$ cat config.mk
export PLATFORM = sky130hd
export DESIGN_NAME = pl_alu_control_md
export DESIGN_NICKNAME = d
export VERILOG_FILES = /design/src/rtl/pl_mips_pkg.sv /design/src/rtl/pl_muldiv_iter.sv /design/src/rtl/pl_alu_control_md.sv
export SDC_FILE = /design/constraint.sdc
export NUM_CORES = 1
export LEC_CHECK = 0
export BUFFER_PORTS_ARGS = -buffer_cell sky130_fd_sc_hd__buf_4
export CAP_MARGIN = 40
export CORE_UTILIZATION = 55
export CTS_CLUSTER_SIZE = 28
export DETAILED_ROUTE_END_ITERATION = 16
export PLACE_DENSITY = 0.77
export SLEW_MARGIN = 20
export SYNTH_ARGS = -nofsm -noshare
export SYNTH_HDL_FRONTEND = slang
export SYNTH_SLANG_ARGS = --single-unit
$ cat constraint.sdc
create_clock -name clk -period 7.4 [get_ports clk]
set_input_delay 0.74 -clock clk [delete_from_list [all_inputs] [get_ports clk]]
set_output_delay 0.74 -clock clk [all_outputs]
set_load 0.005 [all_outputs]
$ cat src/rtl/pl_mips_pkg.sv
// Shared encodings for the EX-stage ALU control and the mul/div engine.
package pl_mips_pkg;

    // Main-decoder ALU op
    localparam logic [1:0] ALU_OP_LW_SW  = 2'b00;
    localparam logic [1:0] ALU_OP_BRANCH = 2'b01;
    localparam logic [1:0] ALU_OP_RTYPE  = 2'b10;

    // ALU control codes
    localparam logic [3:0] ALU_CTRL_AND = 4'b0000;
    localparam logic [3:0] ALU_CTRL_OR  = 4'b0001;
    localparam logic [3:0] ALU_CTRL_ADD = 4'b0010;
    localparam logic [3:0] ALU_CTRL_XOR = 4'b0011;
    localparam logic [3:0] ALU_CTRL_SUB = 4'b0110;
    localparam logic [3:0] ALU_CTRL_SLT = 4'b0111;
    localparam logic [3:0] ALU_CTRL_NOR = 4'b1100;

    // R-type funct field
    localparam logic [5:0] FUNCT_MFHI  = 6'h10;
    localparam logic [5:0] FUNCT_MTHI  = 6'h11;
    localparam logic [5:0] FUNCT_MFLO  = 6'h12;
    localparam logic [5:0] FUNCT_MTLO  = 6'h13;
    localparam logic [5:0] FUNCT_MULT  = 6'h18;
    localparam logic [5:0] FUNCT_MULTU = 6'h19;
    localparam logic [5:0] FUNCT_DIV   = 6'h1A;
    localparam logic [5:0] FUNCT_DIVU  = 6'h1B;
    localparam logic [5:0] FUNCT_ADD   = 6'h20;
    localparam logic [5:0] FUNCT_SUB   = 6'h22;
    localparam logic [5:0] FUNCT_AND   = 6'h24;
    localparam logic [5:0] FUNCT_OR    = 6'h25;
    localparam logic [5:0] FUNCT_XOR   = 6'h26;
    localparam logic [5:0] FUNCT_NOR   = 6'h27;
    localparam logic [5:0] FUNCT_SLT   = 6'h2A;

    typedef enum logic [1:0] {MD_IDLE, MD_BUSY, MD_DONE} md_state_t;
    typedef enum logic [1:0] {MUL_S, MUL_U, DIV_S, DIV_U} md_op_t;

    function automatic logic op_is_signed(input md_op_t op);
        return (op == MUL_S) || (op == DIV_S);
    endfunction

    function automatic logic op_is_div(input md_op_t op);
        return (op == DIV_S) || (op == DIV_U);
    endfunction

endpackage

$ cat src/rtl/pl_muldiv_iter.sv
// Iterative multiply / restoring divide on operand magnitudes, with the
// sign fix-up folded into the final iteration so the result is ready on done.
module pl_muldiv_iter
    import pl_mips_pkg::*;
#(
    parameter int XLEN           = 32,
    parameter int BITS_PER_CYCLE = 1
) (
    input  logic            clk,
    input  logic            i_rst,
    input  logic            i_start,
    input  logic            i_abort,
    input  md_op_t          i_op,
    input  logic [XLEN-1:0] i_a,
    input  logic [XLEN-1:0] i_b,
    output logic            o_done,
    output logic [XLEN-1:0] o_hi,
    output logic [XLEN-1:0] o_lo
);

    localparam int N  = XLEN / BITS_PER_CYCLE;
    localparam int CW = $clog2(N + 1);

    logic [XLEN-1:0]   r_acc_hi;
    logic [XLEN-1:0]   r_acc_lo;
    logic [XLEN-1:0]   r_opb;
    logic [CW-1:0]     r_count;
    logic              r_is_div;
    logic              r_neg_lo;
    logic              r_neg_hi;

    logic              w_a_neg;
    logic              w_b_neg;
    logic [XLEN-1:0]   w_hi_nx;
    logic [XLEN-1:0]   w_lo_nx;
    logic [XLEN:0]     w_shift;
    logic [XLEN:0]     w_diff;
    logic [XLEN:0]     w_sum;
    logic [2*XLEN-1:0] w_prod_fix;

    assign w_a_neg = op_is_signed(i_op) & i_a[XLEN-1];
    assign w_b_neg = op_is_signed(i_op) & i_b[XLEN-1];
    assign o_done  = (r_count == CW'(1));

    // BITS_PER_CYCLE steps of shift-add (multiply) or restoring subtract (divide)
    always_comb begin
        w_hi_nx = r_acc_hi;
        w_lo_nx = r_acc_lo;
        w_shift = '0;
        w_diff  = '0;
        w_sum   = '0;
        for (int k = 0; k < BITS_PER_CYCLE; k++) begin
            if (r_is_div) begin
                w_shift = {w_hi_nx, w_lo_nx[XLEN-1]};
                w_diff  = w_shift - {1'b0, r_opb};
                if (!w_diff[XLEN]) begin
                    w_hi_nx = w_diff[XLEN-1:0];
                    w_lo_nx = {w_lo_nx[XLEN-2:0], 1'b1};
                end else begin
                    w_hi_nx = w_shift[XLEN-1:0];
                    w_lo_nx = {w_lo_nx[XLEN-2:0], 1'b0};
                end
            end else begin
                w_sum   = {1'b0, w_hi_nx} + (w_lo_nx[0] ? {1'b0, r_opb} : '0);
                w_lo_nx = {w_sum[0], w_lo_nx[XLEN-1:1]};
                w_hi_nx = w_sum[XLEN:1];
            end
        end
    end

    // Sign fix-up: product negated as a whole; quotient and remainder separately
    always_comb begin
        w_prod_fix = '0;
        if (r_is_div) begin
            o_lo = r_neg_lo ? -w_lo_nx : w_lo_nx;
            o_hi = r_neg_hi ? -w_hi_nx : w_hi_nx;
        end else begin
            w_prod_fix = r_neg_lo ? -{w_hi_nx, w_lo_nx} : {w_hi_nx, w_lo_nx};
            o_hi       = w_prod_fix[2*XLEN-1:XLEN];
            o_lo       = w_prod_fix[XLEN-1:0];
        end
    end

    // Operand load on start, one iteration per cycle while the counter runs
    always_ff @(posedge clk or posedge i_rst) begin
        if (i_rst) begin
            r_acc_hi <= '0;
            r_acc_lo <= '0;
            r_opb    <= '0;
            r_count  <= '0;
            r_is_div <= 1'b0;
            r_neg_lo <= 1'b0;
            r_neg_hi <= 1'b0;
        end else if (i_abort) begin
            r_count <= '0;
        end else if (i_start) begin
            r_acc_hi <= '0;
            r_acc_lo <= w_a_neg ? -i_a : i_a;
            r_opb    <= w_b_neg ? -i_b : i_b;
            r_is_div <= op_is_div(i_op);
            r_neg_lo <= w_a_neg ^ w_b_neg;
            r_neg_hi <= w_a_neg;
            r_count  <= CW'(N);
        end else if (r_count != '0) begin
            r_acc_hi <= w_hi_nx;
            r_acc_lo <= w_lo_nx;
            r_count  <= r_count - 1'b1;
        end
    end

endmodule

$ cat src/rtl/pl_alu_control_md.sv
// EX-stage ALU control with HI/LO registers and a multi-cycle mul/div engine.
// state   | meaning
// MD_IDLE | no mul/div in flight; a mul/div in EX starts here
// MD_BUSY | engine iterating, EX held by stall
// MD_DONE | HI/LO valid, instruction leaves EX, no re-accept
module pl_alu_control_md
    import pl_mips_pkg::*;
#(
    parameter int XLEN           = 32,
    parameter int BITS_PER_CYCLE = 1
) (
    input  logic            clk,
    input  logic            reset,
    input  logic            valid_ex,
    input  logic            flush,
    input  logic [1:0]      alu_op,
    input  logic [5:0]      funct,
    input  logic [XLEN-1:0] src_a,
    input  logic [XLEN-1:0] src_b,
    output logic [3:0]      alu_control,
    output logic [1:0]      hilo_rd_sel,
    output logic            undefined_instr,
    output logic            stall,
    output logic            busy,
    output logic [XLEN-1:0] hi,
    output logic [XLEN-1:0] lo
);

    md_state_t       r_state;
    md_state_t       w_state_nx;
    logic [XLEN-1:0] r_hi;
    logic [XLEN-1:0] r_lo;

    logic            w_unsup;
    logic            w_is_muldiv;
    logic            w_is_mthi;
    logic            w_is_mtlo;
    md_op_t          w_op;
    logic            w_start;
    logic            w_div_zero;
    logic            w_mt_wr;
    logic            w_eng_done;
    logic [XLEN-1:0] w_res_hi;
    logic [XLEN-1:0] w_res_lo;

    assign hi              = r_hi;
    assign lo              = r_lo;
    assign undefined_instr = valid_ex & w_unsup;
    assign w_div_zero      = op_is_div(w_op) & (src_b == '0);
    assign w_mt_wr         = valid_ex & ~flush & ~stall & (r_state == MD_IDLE);

    // Instruction decode: ALU code, HI/LO read select, mul/div and move classification
    always_comb begin
        alu_control = ALU_CTRL_ADD;
        hilo_rd_sel = 2'b00;
        w_unsup     = 1'b0;
        w_is_muldiv = 1'b0;
        w_is_mthi   = 1'b0;
        w_is_mtlo   = 1'b0;
        w_op        = MUL_S;
        case (alu_op)
            ALU_OP_LW_SW:  alu_control = ALU_CTRL_ADD;
            ALU_OP_BRANCH: alu_control = ALU_CTRL_SUB;
            ALU_OP_RTYPE: begin
                case (funct)
                    FUNCT_ADD:   alu_control = ALU_CTRL_ADD;
                    FUNCT_SUB:   alu_control = ALU_CTRL_SUB;
                    FUNCT_AND:   alu_control = ALU_CTRL_AND;
                    FUNCT_OR:    alu_control = ALU_CTRL_OR;
                    FUNCT_SLT:   alu_control = ALU_CTRL_SLT;
                    FUNCT_NOR:   alu_control = ALU_CTRL_NOR;
                    FUNCT_XOR:   alu_control = ALU_CTRL_XOR;
                    FUNCT_MULT:  begin w_is_muldiv = 1'b1; w_op = MUL_S; end
                    FUNCT_MULTU: begin w_is_muldiv = 1'b1; w_op = MUL_U; end
                    FUNCT_DIV:   begin w_is_muldiv = 1'b1; w_op = DIV_S; end
                    FUNCT_DIVU:  begin w_is_muldiv = 1'b1; w_op = DIV_U; end
                    FUNCT_MFHI:  hilo_rd_sel = 2'b01;
                    FUNCT_MFLO:  hilo_rd_sel = 2'b10;
                    FUNCT_MTHI:  w_is_mthi = 1'b1;
                    FUNCT_MTLO:  w_is_mtlo = 1'b1;
                    default:     w_unsup = 1'b1;
                endcase
            end
            default: w_unsup = 1'b1;
        endcase
    end

    // Next-state, start and stall; divide by zero bypasses the engine entirely
    always_comb begin
        w_state_nx = r_state;
        w_start    = valid_ex & ~flush & w_is_muldiv & (r_state == MD_IDLE);
        stall      = w_start | (r_state == MD_BUSY);
        busy       = (r_state != MD_IDLE);
        case (r_state)
            MD_IDLE: if (w_start) w_state_nx = w_div_zero ? MD_DONE : MD_BUSY;
            MD_BUSY: begin
                if (flush)           w_state_nx = MD_IDLE;
                else if (w_eng_done) w_state_nx = MD_DONE;
            end
            MD_DONE: w_state_nx = MD_IDLE;
            default: w_state_nx = MD_IDLE;
        endcase
    end

    // State register
    always_ff @(posedge clk or posedge reset) begin
        if (reset) r_state <= MD_IDLE;
        else       r_state <= w_state_nx;
    end

    // HI/LO update: divide-by-zero result, engine result, or MTHI/MTLO
    always_ff @(posedge clk or posedge reset) begin
        if (reset) begin
            r_hi <= '0;
            r_lo <= '0;
        end else if (w_start && w_div_zero) begin
            r_hi <= src_a;
            r_lo <= '1;
        end else if ((r_state == MD_BUSY) && !flush && w_eng_done) begin
            r_hi <= w_res_hi;
            r_lo <= w_res_lo;
        end else if (w_mt_wr) begin
            if (w_is_mthi) r_hi <= src_a;
            if (w_is_mtlo) r_lo <= src_a;
        end
    end

    pl_muldiv_iter #(
        .XLEN           (XLEN),
        .BITS_PER_CYCLE (BITS_PER_CYCLE)
    ) u_muldiv (
        .clk     (clk),
        .i_rst   (reset),
        .i_start (w_start & ~w_div_zero),
        .i_abort ((r_state == MD_BUSY) & flush),
        .i_op    (w_op),
        .i_a     (src_a),
        .i_b     (src_b),
        .o_done  (w_eng_done),
        .o_hi    (w_res_hi),
        .o_lo    (w_res_lo)
    );

endmodule

Word-level counts from Yosys, hierarchy flattened. Cells that the tools add are included.

$add $sub $neg: 8. Multiply operators: 0. Div/mod/pow operators: 0. $lt $le $gt $ge: 0. Equal/unequal tests: 23. Shift operators: 0. Muxes and demuxes: 46. Bitwise gates (word level): 17. Reductions and logical operators: 25.

Operator list (count): 32-bit 2-to-1 mux (22); 32-bit negator (4); 64-bit 2-to-1 mux (1); 64-bit negator (1); 6-bit by 5-bit equality test with 1-bit output (second input constant) (8); 6-bit equality test (second input constant) (7); 32-bit by 33-bit adder with 33-bit output (1); 33-bit by 32-bit subtractor with 33-bit output (1); 32-bit logical NOT (1); 4-bit case mux with 6 select lines (1); 6-bit 2-to-1 mux (3); 15-bit OR reduction (1); 2-bit 2-to-1 mux (6); 3-bit nonzero test (4); 1-bit AND (11); 2-bit AND reduction (5); 1-bit 2-to-1 mux (8); 2-bit case mux with 2 select lines (2); 4-bit case mux with 2 select lines (1); 2-bit equality test (second input constant) (3); 6-bit by 1-bit equality test with 1-bit output (second input constant) (1); 2-bit logical NOT (3); 2-bit case mux with 3 select lines (1); 6-bit nonzero test (1); other kinds (14) (22).

Flip-flop bits (word level): 171. Latch bits: 0. Memory bits (writable): 0. ROM bits: 0. Input bits: 76. Output and inout port bits: 73. Logic and storage cells: 129. Memories kept: 0.

Logic depth before layout (Yosys ltp). Gate-level depths: netlist of the first run.

Word-level depth: 13. Depth in mapped cells: 22. Mapped depth without buffers: 21.

Hierarchy. A second synthesis of the first run with hierarchy kept.

Cell total of the unflattened synthesis: 2054. Area total of the unflattened synthesis: 16059.2 um^2.

Modules (own cells, without submodules): pl_muldiv_iter (instances 1, cells each 1638, area each 12419.4 um^2, sequential area each 2627.5 um^2); pl_alu_control_md (instances 1, cells each 416, area each 3639.7 um^2, sequential area each 1651.6 um^2).

Worst setup path after synthesis of the first run. OpenSTA, ideal clock, no wires.

Path type: register to register. Start: register u_muldiv.r_opb[0]. End: register r_hi[30], in the netlist hi[30]. Library setup time: 94 ps. Data arrival time: 4223 ps. Required time: 7306 ps. Slack: 3083 ps. Cell stages (with the launch flop): 21. Buffers on the path: 1. Period minus slack after synthesis: 4317 ps. Cell sequence: dfrtp_1 ha_1 fa_1 nand2b_1 a211o_1 a21boi_4 o21a_2 o21ai_2 nand3_1 and2_1 clkbuf_1 ha_1 nand3_1 nor3_1 nand3_1 or2_2 o21ai_1 nand4_1 nor4_1 nor4_1 a211oi_1.

Word-level cells in the longest chain between the ends: 8. Elaborated cells between the ends (all ways): 14. Classes of those cells: 4 x add/sub; 10 x mux.

RTL lines: start: declaration (line pl_muldiv_iter.sv:26) `logic [XLEN-1:0] r_opb;`; start signal: assignment (line pl_muldiv_iter.sv:99) `r_opb <= w_b_neg ? -i_b : i_b;`; 33-bit by 32-bit subtractor with 33-bit output / 32-bit 2-to-1 mux (equally long branches) (line pl_muldiv_iter.sv:55, pl_muldiv_iter.sv:64); 1-bit 2-to-1 mux (tied with other cells) (line pl_muldiv_iter.sv:56) `if (!w_diff[XLEN]) begin`; 32-bit 2-to-1 mux (line pl_muldiv_iter.sv:53) `if (r_is_div) begin`; 64-bit negator / 32-bit negator (equally long branches) (line pl_muldiv_iter.sv:78, pl_muldiv_iter.sv:76); 64-bit 2-to-1 mux / 32-bit 2-to-1 mux (equally long branches) (line pl_muldiv_iter.sv:78, pl_muldiv_iter.sv:76); 32-bit 2-to-1 mux * (line pl_muldiv_iter.sv:74) `if (r_is_div) begin`; 32-bit 2-to-1 mux * (line pl_alu_control_md.sv:119) `end else if ((r_state == MD_BUSY) && !flush && w_eng_done) begin`; 32-bit 2-to-1 mux * (line pl_alu_control_md.sv:116) `end else if (w_start && w_div_zero) begin`; end signal: assignment (line pl_alu_control_md.sv:117) `r_hi <= src_a;`; end signal: assignment (line pl_alu_control_md.sv:120) `r_hi <= w_res_hi;`; end signal: assignment (line pl_alu_control_md.sv:123) `if (w_is_mthi) r_hi <= src_a;`; end: declaration (line pl_alu_control_md.sv:31) `logic [XLEN-1:0] r_hi;`.

Mark *: on every way between the ends. The rest lies on a longest branch, timed or not. A chain may end at the register's enable or synchronous reset.

Worst setup path after layout of the first run.
Start: register u_muldiv.r_acc_hi[6]. End: register r_hi[26], in the netlist hi[26].

Word-level cells in the longest chain between the ends: 8. Elaborated cells between the ends (all ways): 13. Classes of those cells: 4 x add/sub; 9 x mux.

RTL lines: start: declaration (line pl_muldiv_iter.sv:24) `logic [XLEN-1:0] r_acc_hi;`; start signal: assignment (line pl_muldiv_iter.sv:105) `r_acc_hi <= w_hi_nx;`; 33-bit by 32-bit subtractor with 33-bit output (line pl_muldiv_iter.sv:55) `w_diff = w_shift - {1'b0, r_opb};`; 1-bit 2-to-1 mux / 32-bit 2-to-1 mux (equally long branches) (line pl_muldiv_iter.sv:56); 32-bit 2-to-1 mux (line pl_muldiv_iter.sv:53); 64-bit negator / 32-bit negator (equally long branches) (line pl_muldiv_iter.sv:78, pl_muldiv_iter.sv:76); 64-bit 2-to-1 mux / 32-bit 2-to-1 mux (equally long branches) (line pl_muldiv_iter.sv:78, pl_muldiv_iter.sv:76); 32-bit 2-to-1 mux * (line pl_muldiv_iter.sv:74); 32-bit 2-to-1 mux * (line pl_alu_control_md.sv:119); 32-bit 2-to-1 mux * (line pl_alu_control_md.sv:116).

Marked as above.

==> results.rst, run 1 <==
.. list-table::
   :header-rows: 1

   * - Metric
     - Value
   * - Run status
     - complete, no violations
   * - Vias per cell
     - 6.47
   * - Core occupancy in the finished layout
     - 0.637
   * - Number of warnings reported in the yosys synthesis log
     - 0
   * - Via count
     - 16.3k
   * - Height of the chip
     - 171 um
   * - Endpoint kind of the worst setup timing path
     - flip-flop
   * - Diodes inserted
     - 0
   * - Syn nets
     - 2182
   * - Die Outline Area
     - 29300 um2
   * - Distinct cell type count of the synthesized netlist
     - 92
   * - Number of synthesized register bits
     - 171
   * - Max-cap violation count
     - 0
   * - Global Route Usage Sum
     - 0.368
   * - Maximum operating frequency
     - 162 MHz
   * - Clock sink count
     - 171
   * - Cell type with the highest aggregate area in the netlist
     - dfrtp_1
   * - Largest net degree at the start of global routing
     - 85
   * - Final-report hold violation count
     - 0
   * - Count of pins on the block boundary
     - 149
   * - Fraction of synthesized cell area taken by the top area cell type
     - 0.272
   * - Flip-flop cell with the highest count after synthesis
     - dfrtp_1
   * - Number of flops mapped to enable cells by yosys
     - 0
   * - Highest-count cells in the layout ignoring fill and taps
     - nand2_1 (276), o21ai_0 (251), dfrtp_1 (170), buf_4 (170)
   * - Worst Max-Slew Pin Slew
     - 1.00 ns
   * - First-pass GRT wire length
     - 83.3 mm
   * - Pwr/cell area
     - 392 nW/um2
   * - Final Max Tran Viols
     - 0
   * - Number of buffers created by CTS
     - 17
   * - Detailed Route WL
     - 53.1 mm
   * - Arrival time of data at the critical path endpoint
     - 6.49 ns
   * - Crit path kind
     - flip-flop to flip-flop
   * - Die Width
     - 171 um
   * - Commonest non-fill, non-tap cell in the layout
     - nand2_1
   * - Top area cells in the synthesized netlist
     - dfrtp_1 (27%), o21ai_0 (8.0%), nand2_1 (6.6%)
   * - Max_slew headroom
     - 0.314
   * - Required time reported for the critical path endpoint
     - 7.71 ns
   * - IO Port Bufs
     - 148
   * - Kind of launch point of the worst setup path
     - flip-flop
   * - Setup clock skew after layout
     - 0.0167 ns
   * - Remaining routing DRC violations
     - 0
   * - CTS Buffer Depth
     - 2
   * - Final setup violation count
     - 0
   * - Cell row count
     - 61
   * - Leakage dissipation
     - 0.00780 uW
   * - Share of synthesized registers carrying an async set or reset
     - 1.00
   * - Post-CTS Repair Setup Buffers
     - 0
   * - First-iteration detailed-routing DRC count
     - 1627
   * - Post-CTS Hold Buffers
     - 0
   * - Pre-Repair DR Iteration Count
     - 7
   * - Number of gates given a new drive strength after cts
     - 0
   * - RePlAce Congestion
     - 1.02
   * - Final critical path time including I/O delays and setup
     - 6.19 ns
   * - Setup repair after global routing missed its margin
     - no
   * - Sequential fraction of the synthesis area
     - 0.272
   * - DRT antenna net count
     - 0
   * - Routed length per placed instance
     - 21.1 um
   * - Vias in the first global route
     - 15.5k
   * - Synth Instances
     - 2031
   * - Crit share post-route
     - 0.836
   * - Biggest fanout along the worst timing path
     - 19
   * - Clock latency at the later pin of the worst-skew pair
     - 0.46 ns
   * - Setup slack of the worst register-to-register path
     - 1.21 ns
   * - Clock transition at path regs
     - 0.08 ns
   * - Clock tree from TritonCTS
     - yes
   * - Initial standard-cell utilization of the core
     - 0.563
   * - Initial antenna violation count
     - 0
   * - Accumulated negative setup slack
     - 0 ns
   * - Buffer type at the clock tree root
     - clkbuf_16
   * - Cell area after technology mapping
     - 15700 um2
   * - Gr ovfl total
     - 0
   * - Synthesized area per cell
     - 7.74 um2
   * - Overall power after layout
     - 6970 uW
   * - Layout Area Growth over Synthesis
     - 13.1%
   * - Largest vdd supply drop
     - 0.000236 V
   * - Type of the worst min-delay path
     - input port to async pin
   * - Number of levels in the clock H-tree
     - 4
   * - Area of the core
     - 27900 um2
   * - Layout Nets
     - 2274
   * - HPWL after detailed placement
     - 39.4 mm
   * - Share of layout cells above drive strength 1
     - 0.132
[final timing paths]
check	from	end	cells past startpoint
worst max register to register	u_muldiv.r_acc_hi[6]$_DFFE_PP0P_	hi[26]$_DFFE_PP0P_	19
worst max-delay path	u_muldiv.r_acc_hi[6]$_DFFE_PP0P_	hi[26]$_DFFE_PP0P_	19
worst min register to register	r_state[1]$_DFFE_PP0P_	r_state[1]$_DFFE_PP0P_	1
min in group clk	r_state[1]$_DFFE_PP0P_	r_state[1]$_DFFE_PP0P_	1
worst min-delay path	reset	u_muldiv.r_opb[5]$_DFFE_PP0P_	2
max in group asynchronous	reset	u_muldiv.r_acc_hi[15]$_DFFE_PP0P_	4
[through the flow]
stage,setup WS (ns),cell area [um2],std cells,hold WS [ns]
finish,1.21,17800,2514,0.251
global route,0.922,17800,2514,0.270
global placement,1.74,17100,2475,0.482
detailed placement,1.57,17200,2480,0.487
CTS,1.51,17800,2512,0.493
floorplan,2.03,15700,2031,0.452
[area by class of cell]
cell class              count  area [um2]
repair buffers            176        1370
clock buffers              17         425
well taps                 378         473
multi-input cells        1680       10800
clock inverters            15         173
fillers                  2507       10100
inverters                  77         294
flip-flops and latches    171        4280
[kinds of logic after synthesis]
kind of cell,after synthesis,share of synthesized area
flops,171,0.272
mux,66,0.0438
simple gates,714,0.221
fa+ha+maj,75,0.0606
buf+inv,180,0.0458
xor+xnor,165,0.0919
compound gates,660,0.265
[power by group]
group / total, uW / internal [uW] / switching [uW]
Sequential: 1500 / 1190 / 312
Clock: 953 / 484 / 469
Combinational: 4520 / 1730 / 2790
[Yosys cell counts, drive strengths merged (20+ instances only)]
cell,instances
nand2,278
o21ai,269
dfrtp,171
a21oi,133
nor2,132
xnor2,86
xor2,79
inv,76
clkbuf,73
ha,73
nor3,53
and2,46
mux2i,44
o211ai,44
or3,39
nand3,38
a211oi,30
buf,30
nor2b,23
a21o,22
mux2,22
a22o,20
a31oi,20
o31ai,20
[per-layer routing]
| metal | up-vias | track usage | part of all wire | wire length [um] |
|---|---|---|---|---|
| met4 | 0 | 0.194 | 0.050 | 2640 |
| met5 | - | 0 | 0 | 0 |
| met3 | 167 | 0.0719 | 0.088 | 4680 |
| li1 | 7523 | - | - | - |
| met1 | 7720 | 0.487 | 0.42 | 22300 |
| met2 | 851 | 0.565 | 0.44 | 23500 |
[worst max-delay path, cell delays in order (launching register included)]
cell	delay [ns]
dfrtp_1	0.44
ha_1	0.44
a21oi_1	0.28
o22a_1	0.26
a21boi_4	0.10
o21ai_2	0.30
nand3_2	0.50
nand3_1	0.52
and2_1	0.29
ha_1	0.24
nand3_1	0.13
nor3_1	0.45
nand3_1	0.23
or2_2	0.39
nor2_1	0.37
a31oi_1	0.15
a21oi_1	0.38
o21ai_0	0.23
xnor2_1	0.22
o21ai_0	0.10
[state kept, by name, summed over array words and instances (netlist names)]
| register | count |
|---|---|
| hi | 32 |
| lo | 32 |
| u_muldiv.r_acc_hi | 32 |
| u_muldiv.r_acc_lo | 32 |
| u_muldiv.r_opb | 32 |
| u_muldiv.r_count | 6 |
| r_state | 2 |
| u_muldiv.r_is_div | 1 |
| u_muldiv.r_neg_hi | 1 |
| u_muldiv.r_neg_lo | 1 |
(Power assumes the default switching activity.)
==> inputs of run 2 (changes only) <==
--- a/config.mk
+++ b/config.mk
@@ -10,7 +10,7 @@
 export CORE_UTILIZATION = 55
 export CTS_CLUSTER_SIZE = 28
 export DETAILED_ROUTE_END_ITERATION = 16
-export PLACE_DENSITY = 0.77
+export PLACE_DENSITY = 0.8
 export SLEW_MARGIN = 20
 export SYNTH_ARGS = -nofsm -noshare
 export SYNTH_HDL_FRONTEND = slang
==> constraint.sdc (replaced) <==
create_clock -name clk -period 5.2 [get_ports clk]
set_input_delay 0.52 -clock clk [delete_from_list [all_inputs] [get_ports clk]]
set_output_delay 0.52 -clock clk [all_outputs]
set_load 0.005 [all_outputs]
==> results.rst, run 2 (synthesis gave the netlist of run 1 again) <==
.. list-table::
   :header-rows: 1

   * - Metric
     - Value
   * - Run status
     - complete, no violations (unchanged)
   * - Remaining routing DRC violations
     - 0 (unchanged)
   * - Area of the core
     - 27900 um2 (unchanged)
   * - Required time reported for the critical path endpoint
     - 5.51 ns (was 7.71 ns)
   * - Setup clock skew after layout
     - 0.0131 ns (was 0.0167 ns)
   * - Kind of launch point of the worst setup path
     - flip-flop (unchanged)
   * - Highest cell delay on the worst timing path
     - 0.56 ns (was 0.52 ns)
   * - Count of pins on the block boundary
     - 149 (unchanged)
   * - Endpoint kind of the worst setup timing path
     - flip-flop (unchanged)
   * - Beginning of the worst register-to-register path
     - u_muldiv.r_acc_lo[0]$_DFFE_PP0P_ (was u_muldiv.r_acc_hi[6]$_DFFE_PP0P_)
   * - Final-report hold violation count
     - 0 (unchanged)
   * - Via count
     - 16.3k (about the same)
   * - Leakage dissipation
     - 0.00787 uW (was 0.00780 uW)
   * - Multi-input combinational cell area
     - 10800 um2 (about the same)
   * - Biggest fanout along the worst timing path
     - 16 (was 19)
   * - Final setup violation count
     - 0 (unchanged)
   * - Final Max Tran Viols
     - 0 (unchanged)
   * - Cells along the critical path
     - and2_1, ha_1, fa_1, a211oi_1, o21ai_0, a22oi_1, a21oi_1, a221oi_1, mux2_2, a311oi_1, buf_4, nor2b_1, nand4b_2, buf_4, nor2_1, a41oi_1, xor2_1, a21oi_1 (was ha_1, a21oi_1, o22a_1, a21boi_4, o21ai_2, nand3_2, nand3_1, and2_1, ha_1, nand3_1, nor3_1, nand3_1, or2_2, nor2_1, a31oi_1, a21oi_1, o21ai_0, xnor2_1, o21ai_0)
   * - Storage element area
     - 4280 um2 (about the same)
   * - Post-CTS Hold Buffers
     - 0 (unchanged)
   * - Post-placement setup slack
     - 0.115 ns (was 1.57 ns)
   * - Die Width
     - 171 um (unchanged)
   * - Placed cell count
     - 2499 (was 2480)
   * - Diodes inserted
     - 0 (unchanged)
   * - Count of cells along the worst register-to-register path
     - 18 (was 19)
   * - Crit path kind
     - flip-flop to flip-flop (unchanged)
   * - Clock tree from TritonCTS
     - yes (unchanged)
   * - Vias per cell
     - 6.44 (was 6.47)
   * - Global Route Usage Sum
     - 0.370 (was 0.368)
   * - First-pass GRT wire length
     - 84.0 mm (was 83.3 mm)
   * - Critical register-to-register path endpoint
     - hi[25]$_DFFE_PP0P_ (was hi[26]$_DFFE_PP0P_)
   * - Arrival time of data at the critical path endpoint
     - 5.17 ns (was 6.49 ns)
   * - Layout Nets
     - 2292 (was 2274)
   * - Die Outline Area
     - 29300 um2 (unchanged)
   * - Fillers
     - 2523 (was 2507)
   * - Maximum operating frequency
     - 206 MHz (was 162 MHz)
   * - Cell row count
     - 61 (unchanged)
   * - Accumulated negative setup slack
     - 0 ns (unchanged)
   * - HPWL after detailed placement
     - 40.2 mm (was 39.4 mm)
   * - Worst Max-Slew Pin Slew
     - 0.879 ns (was 1.00 ns)
   * - Worst Slack Setup Final
     - 0.339 ns (was 1.21 ns)
   * - Buffer type at the clock tree root
     - clkbuf_16 (unchanged)
   * - CTS Buffer Depth
     - 2 (unchanged)
   * - Number of levels in the clock H-tree
     - 4 (unchanged)
   * - RePlAce Congestion
     - 0.958 (was 1.02)
   * - Worst setup endpoint
     - hi[25]$_DFFE_PP0P_ (was hi[26]$_DFFE_PP0P_)
   * - Worst setup path start
     - u_muldiv.r_acc_lo[0]$_DFFE_PP0P_ (was u_muldiv.r_acc_hi[6]$_DFFE_PP0P_)
   * - Layout Area Growth over Synthesis
     - 13.9% (was 13.1%)
   * - Pwr/cell area
     - 560 nW/um2 (was 392 nW/um2)
   * - Clock sink count
     - 171 (unchanged)
   * - Clock latency at the later pin of the worst-skew pair
     - 0.45 ns (was 0.46 ns)
   * - Number of buffers created by CTS
     - 17 (unchanged)
   * - Max_slew headroom
     - 0.414 (was 0.314)
   * - Max-cap violation count
     - 0 (unchanged)
   * - Commonest non-fill, non-tap cell in the layout
     - nand2_1 (unchanged)
   * - Detailed Route WL
     - 53.6 mm (was 53.1 mm)
   * - Highest-count cells in the layout ignoring fill and taps
     - nand2_1 (275), o21ai_0 (251), buf_4 (191) (was nand2_1 (276), o21ai_0 (251), dfrtp_1 (170), buf_4 (170))
   * - Routed length per placed instance
     - 21.2 um (was 21.1 um)
   * - DRT antenna net count
     - 0 (unchanged)
   * - Overall power after layout
     - 10000 uW (was 6970 uW)
   * - Largest net degree at the start of global routing
     - 126 (was 85)
   * - Clock transition at path regs
     - 0.08 ns (about the same)
   * - Post-CTS Repair Setup Buffers
     - 0 (unchanged)
   * - Pre-Repair DR Iteration Count
     - 6 (was 7)
   * - Number of gates given a new drive strength after cts
     - 0 (unchanged)
   * - Setup repair after global routing missed its margin
     - no (unchanged)
   * - Largest vdd supply drop
     - 0.000357 V (was 0.000236 V)
   * - Height of the chip
     - 171 um (unchanged)
   * - Hold slack
     - 0.0909 ns (was 0.251 ns)
   * - Post-Layout Cell Count
     - 2531 (was 2514)
   * - Initial antenna violation count
     - 1 (was 0)
   * - First-iteration detailed-routing DRC count
     - 1795 (was 1627)
   * - Type of the worst min-delay path
     - input port to async pin (unchanged)
   * - Vias in the first global route
     - 15.4k (was 15.5k)
   * - Initial standard-cell utilization of the core
     - 0.563 (unchanged)
   * - Max stage delay cell, worst path
     - dfrtp_2 (was nand3_1)
   * - Crit share post-route
     - 0.935 (was 0.836)
   * - Gr ovfl total
     - 0 (unchanged)
   * - Final critical path time including I/O delays and setup
     - 4.86 ns (was 6.19 ns)
   * - Share of layout cells above drive strength 1
     - 0.140 (was 0.132)
   * - IO Port Bufs
     - 148 (unchanged)
   * - Setup slack of the worst register-to-register path
     - 0.34 ns (was 1.21 ns)
run 2: cell count changes in the layout (fill, tap and decap cells not counted), moves of 3 or more:
cell      change
buf_4        +21
inv_8         -4
clkinv_4      +3
inv_6         -3
run 2: worst min path at each step:
| stage | startpoint | to | slack (ns) | cells after the start |
|---|---|---|---|---|
| global placement | r_state[1]$_DFFE_PP0P_ | r_state[1]$_DFFE_PP0P_ | 0.48 | 1 |
| floorplan | r_state[1]$_DFFE_PP0P_ | r_state[1]$_DFFE_PP0P_ | 0.45 | 1 |
| detailed placement | r_state[1]$_DFFE_PP0P_ | r_state[1]$_DFFE_PP0P_ | 0.48 | 1 |
| finish | reset | u_muldiv.r_opb[12]$_DFFE_PP0P_ | 0.09 | 2 |
| CTS | reset | u_muldiv.r_opb[8]$_DFFE_PP0P_ | 0.11 | 2 |
| global route | reset | u_muldiv.r_opb[8]$_DFFE_PP0P_ | 0.13 | 2 |
run 2: area by class of cell:
class,instances,area share
multi-input cells,1680,0.602
clock buffers,18,0.0240
well taps,378,0.0264
inverters,77,0.0164
repair buffers,194,0.0825
flip-flops and latches,171,0.239
clock inverters,13,0.00950
run 2: where the power goes:
part,internal (uW),switching (uW),leakage (uW)
combinational,2570,3960,0.00548
clock,759,607,0.000283
sequential,1690,452,0.00211
run 2: worst max-delay path: cells and delay by family (launching register included):
kind	cells	cell delay, ns
simple gates	4	0.46
fa+ha+maj	2	0.66
mux	1	0.38
buf+inv	2	0.36
flops	1	0.56
xor+xnor	1	0.19
compound gates	8	2.10
run 2: layer usage:
metal  GRT usage  routed length, um  up-vias
met3      0.0650               4550      138
met1       0.504              23100     7826
met4       0.161               2090        2
met5           0                 13        -
li1            -                  -     7532
met2       0.575              23800      812
run 2: through the flow:
step / utilization / cell area [um2]
4_1_cts: 0.640 / 17900
6_report: 0.641 / 17900
3_3_place_gp: 0.619 / 17300
2_1_floorplan: - / 15700
3_5_place_dp: 0.619 / 17300
5_1_grt: 0.641 / 17900
==> inputs of run 3 (changes only) <==
--- a/config.mk
+++ b/config.mk
@@ -8,10 +8,12 @@
 export BUFFER_PORTS_ARGS = -buffer_cell sky130_fd_sc_hd__buf_4
 export CAP_MARGIN = 40
 export CORE_UTILIZATION = 55
+export CTS_BUF_LIST = sky130_fd_sc_hd__clkbuf_16
 export CTS_CLUSTER_SIZE = 28
 export DETAILED_ROUTE_END_ITERATION = 16
 export PLACE_DENSITY = 0.8
 export SLEW_MARGIN = 20
 export SYNTH_ARGS = -nofsm -noshare
 export SYNTH_HDL_FRONTEND = slang
+export SYNTH_HIERARCHICAL = 1
 export SYNTH_SLANG_ARGS = --single-unit
==> results.rst, run 3 <==
.. list-table::
   :header-rows: 1

   * - Metric
     - Value
   * - Crit path kind
     - flip-flop to flip-flop (unchanged)
   * - Final Max Tran Viols
     - 0 (unchanged)
   * - Max_slew headroom
     - 0.430 (was 0.414)
   * - Critical register-to-register path endpoint
     - hi[29]$_DFFE_PP0P_ (was hi[25]$_DFFE_PP0P_)
   * - Crit share post-route
     - 0.980 (was 0.935)
   * - Commonest non-fill, non-tap cell in the layout
     - nand2_1 (unchanged)
   * - Synthesized area per cell
     - 7.82 um2 (was 7.74 um2)
   * - Number of warnings reported in the yosys synthesis log
     - 6 (was 0)
   * - Initial standard-cell utilization of the core
     - 0.560 (was 0.563)
   * - Endpoint kind of the worst setup timing path
     - flip-flop (unchanged)
   * - Highest cell delay on the worst timing path
     - 0.58 ns (was 0.56 ns)
   * - Die Width
     - 173 um (was 171 um)
   * - Count of cells along the worst register-to-register path
     - 19 (was 18)
   * - Clock tree from TritonCTS
     - yes (unchanged)
   * - Compound-cell area share of the yosys netlist
     - 0.210 (was 0.265)
   * - Area of the core
     - 28700 um2 (was 27900 um2)
   * - Pwr/cell area
     - 515 nW/um2 (was 560 nW/um2)
   * - Commonest cells in the netlist
     - nand2_1 (364), dfrtp_1 (171), o21ai_0 (165), nor2_1 (150), a21oi_1 (136) (was nand2_1 (278), o21ai_0 (251), dfrtp_1 (171), nor2_1 (131), a21oi_1 (130))
   * - Kind of launch point of the worst setup path
     - flip-flop (unchanged)
   * - Synth Instances
     - 2054 (was 2031)
   * - Sw Pwr
     - 4770 uW (was 5020 uW)
   * - Adder-cell share of the synthesized area
     - 0.0594 (was 0.0606)
   * - Largest vdd supply drop
     - 0.000394 V (was 0.000357 V)
   * - First-iteration detailed-routing DRC count
     - 1968 (was 1795)
   * - DRT antenna net count
     - 0 (unchanged)
   * - Count of pins on the block boundary
     - 149 (unchanged)
   * - Share of synthesized cell area in and, or, nand and nor gates
     - 0.242 (was 0.221)
   * - Setup clock skew after layout
     - 0.0179 ns (was 0.0131 ns)
   * - Layout Area Growth over Synthesis
     - 15.7% (was 13.9%)
   * - Power share of the sequential group
     - 0.196 (was 0.213)
   * - Type of the worst min-delay path
     - input port to async pin (unchanged)
   * - Final setup violation count
     - 0 (unchanged)
   * - Placed cell count
     - 2565 (was 2499)
   * - Initial antenna violation count
     - 0 (was 1)
   * - Post-Layout Cell Count
     - 2601 (was 2531)
   * - Clock transition at path regs
     - 0.08 ns (about the same)
   * - Biggest fanout along the worst timing path
     - 17 (was 16)
   * - Switching part of the total power
     - 0.498 (was 0.500)
   * - First-pass GRT wire length
     - 88.8 mm (was 84.0 mm)
   * - Highest-count cells in the layout ignoring fill and taps
     - nand2_1 (362), buf_4 (226), dfrtp_1 (170) (was nand2_1 (275), o21ai_0 (251), buf_4 (191))
   * - Setup slack of the worst register-to-register path
     - 0.10 ns (was 0.34 ns)
   * - HPWL after detailed placement
     - 44.3 mm (was 40.2 mm)
   * - Portion of total power attributed to the clock network
     - 0.138 (was 0.136)
   * - Overall power after layout
     - 9570 uW (was 10000 uW)
   * - CTS Buffer Depth
     - 2 (unchanged)
   * - Hold slack
     - 0.0736 ns (was 0.0909 ns)
   * - Distinct cell type count of the synthesized netlist
     - 96 (was 92)
   * - Detailed Route WL
     - 58.0 mm (was 53.6 mm)
   * - Cell type with the highest aggregate area in the netlist
     - dfrtp_1 (unchanged)
   * - Height of the chip
     - 173 um (was 171 um)
   * - Flip-flop cell with the highest count after synthesis
     - dfrtp_1 (unchanged)
   * - Number of levels in the clock H-tree
     - 4 (unchanged)
   * - Final critical path time including I/O delays and setup
     - 5.10 ns (was 4.86 ns)
   * - Required time reported for the critical path endpoint
     - 5.55 ns (was 5.51 ns)
   * - Clock latency at the later pin of the worst-skew pair
     - 0.46 ns (was 0.45 ns)
   * - Run status
     - complete, no violations (unchanged)
   * - Vias per cell
     - 6.42 (was 6.44)
   * - Number of flops mapped to enable cells by yosys
     - 0 (unchanged)
   * - Max-cap violation count
     - 0 (unchanged)
   * - Cells along the critical path
     - buf_4, and2_1, fa_1, a211oi_2, o21ai_1, a22oi_2, a21oi_1, o31a_1, a221oi_2, xor2_1, mux2i_1, or4b_4, or2_1, o31ai_1, a22oi_1, xor2_1, nand2_1, nand2_1, mux2_2 (was and2_1, ha_1, fa_1, a211oi_1, o21ai_0, a22oi_1, a21oi_1, a221oi_1, mux2_2, a311oi_1, buf_4, nor2b_1, nand4b_2, buf_4, nor2_1, a41oi_1, xor2_1, a21oi_1)
   * - Clock sink count
     - 171 (unchanged)
   * - Maximum operating frequency
     - 196 MHz (was 206 MHz)
   * - IO Port Bufs
     - 148 (unchanged)
   * - Pre-Repair DR Iteration Count
     - 6 (unchanged)
   * - Number of buffers created by CTS
     - 17 (unchanged)
   * - Via count
     - 16.7k (was 16.3k)
   * - Arrival time of data at the critical path endpoint
     - 5.45 ns (was 5.17 ns)
   * - Cell row count
     - 62 (was 61)
   * - Cell area after technology mapping
     - 16100 um2 (was 15700 um2)
   * - Worst Max-Slew Pin Slew
     - 0.853 ns (was 0.879 ns)
   * - Buffer type at the clock tree root
     - clkbuf_16 (unchanged)
   * - Largest net degree at the start of global routing
     - 77 (was 126)
   * - Syn nets
     - 2205 (was 2182)
   * - Most frequently used cell type in the post-synthesis netlist
     - nand2_1 (unchanged)
   * - Die Outline Area
     - 29900 um2 (was 29300 um2)
   * - Leakage dissipation
     - 0.00878 uW (was 0.00787 uW)
   * - Post-detailed-placement cell area
     - 17900 um2 (was 17300 um2)
   * - Vias in the first global route
     - 15.6k (was 15.4k)
   * - Share of layout cells above drive strength 1
     - 0.178 (was 0.140)
   * - Sequential fraction of the synthesis area
     - 0.266 (was 0.272)
   * - Post-Layout Inst Area
     - 18600 um2 (was 17900 um2)
   * - Remaining routing DRC violations
     - 0 (unchanged)
   * - Final-report hold violation count
     - 0 (unchanged)
   * - Multiplexer share of the synthesized area
     - 0.0774 (was 0.0438)
   * - Top area cells in the synthesized netlist
     - dfrtp_1 (27%), nand2_1 (8.5%), ha_1 (5.7%) (was dfrtp_1 (27%), o21ai_0 (8.0%), nand2_1 (6.6%))
   * - Routed length per placed instance
     - 22.3 um (was 21.2 um)
   * - Max stage delay cell, worst path
     - or4b_4 (was dfrtp_2)
   * - Gr ovfl total
     - 0 (unchanged)
   * - Fraction of synthesized cell area taken by the top area cell type
     - 0.266 (was 0.272)
   * - Layout Nets
     - 2354 (was 2292)
   * - Combinational Power Share
     - 0.666 (was 0.651)
   * - Global Route Usage Sum
     - 0.382 (was 0.370)
   * - Cell-internal power
     - 4800 uW (was 5020 uW)
   * - Number of synthesized register bits
     - 171 (unchanged)
   * - Beginning of the worst register-to-register path
     - u_muldiv/r_acc_lo[0]$_DFFE_PP0P_ (was u_muldiv.r_acc_lo[0]$_DFFE_PP0P_)
   * - Xor/xnor share of the synthesized area
     - 0.100 (was 0.0919)
   * - Main combinational cell family by area after synthesis
     - simple AND/OR/NAND/NOR gates (was compound AO/OA/AOI/OAI gates)
   * - Share of synthesized registers carrying an async set or reset
     - 1.00 (unchanged)
   * - RePlAce Congestion
     - 0.997 (was 0.958)
## run 3: repair_timing
item / 4_1_cts / 5_1_grt
endpoints found under the setup margin: 1 / 23
setup buffers: 0 / 2
gates resized for setup: 2 / 17
hold buffers: 0 / 0
pin swaps: 0 / 3
## run 3: power groups by stage
stage | combinational (uW) | clock, uW | sequential (uW)
2_1_floorplan | 4270 | 0 | 1780
3_3_place_gp | 5950 | 0 | 1880
3_5_place_dp | 6020 | 0 | 1880
4_1_cts | 6070 | 1330 | 1860
5_1_grt | 6760 | 1390 | 1900
6_report | 6380 | 1320 | 1880
## run 3: cell type report
cell class	count	area [um2]
multi-input cells	1711	11200
fillers	2546	10100
flip-flops and latches	171	4280
repair buffers	234	1820
well taps	384	480
clock buffers	17	425
inverters	68	258
clock inverters	15	148
diodes	1	2.50
## run 3: worst max path at each step
stage,from,endpoint,slack (ns),cells past startpoint
3_5_place_dp,u_muldiv/r_opb[4]$_DFFE_PP0P_,hi[28]$_DFFE_PP0P_,-0.02,19
3_3_place_gp,u_muldiv/r_opb[4]$_DFFE_PP0P_,hi[28]$_DFFE_PP0P_,-0.03,19
4_1_cts,u_muldiv/r_acc_lo[0]$_DFFE_PP0P_,hi[29]$_DFFE_PP0P_,0.03,19
5_1_grt,u_muldiv/r_acc_lo[0]$_DFFE_PP0P_,hi[29]$_DFFE_PP0P_,-0.03,19
6_report,u_muldiv/r_acc_lo[0]$_DFFE_PP0P_,hi[29]$_DFFE_PP0P_,0.10,19
2_1_floorplan,u_muldiv/r_acc_lo[31]$_DFFE_PP0P_,hi[28]$_DFFE_PP0P_,0.09,25
## run 3: cells by family after synthesis
| family | Yosys count |
|---|---|
| xor gates and xnor gates | 181 |
| muxes | 101 |
| buffers and inverters | 172 |
| adders and majority gates | 75 |
| and+or+nand+nor | 825 |
| DFF | 171 |
| AOI/OAI and AO/OA | 529 |
## run 3: routing by layer
| metal | GRT usage | wire length (um) | share of wire |
|---|---|---|---|
| met5 | 0 | 0 | 0 |
| met3 | 0.0897 | 6080 | 0.10 |
| met4 | 0.145 | 2310 | 0.040 |
| met2 | 0.592 | 25500 | 0.44 |
| met1 | 0.517 | 24100 | 0.42 |
## run 3: critical path, delay by kind of cell, from the launching register on
family / cells / cell delay (ns)
muxes: 2 / 0.38
buffers and inverters: 1 / 0.21
and+or+nand+nor: 5 / 1.15
xor gates and xnor gates: 2 / 0.35
AOI/OAI and AO/OA: 8 / 2.00
DFF: 1 / 0.42
adders and majority gates: 1 / 0.48
## run 3: stage by stage
stage | utilization | setup TNS [ns] | setup WS, ns
5_1_grt | 0.647 | -0.0532 | -0.0302
2_1_floorplan | - | 0 | 0.0905
6_report | 0.647 | 0 | 0.102
3_3_place_gp | 0.621 | -0.0290 | -0.0290
4_1_cts | 0.644 | 0 | 0.0304
3_5_place_dp | 0.624 | -0.0210 | -0.0210
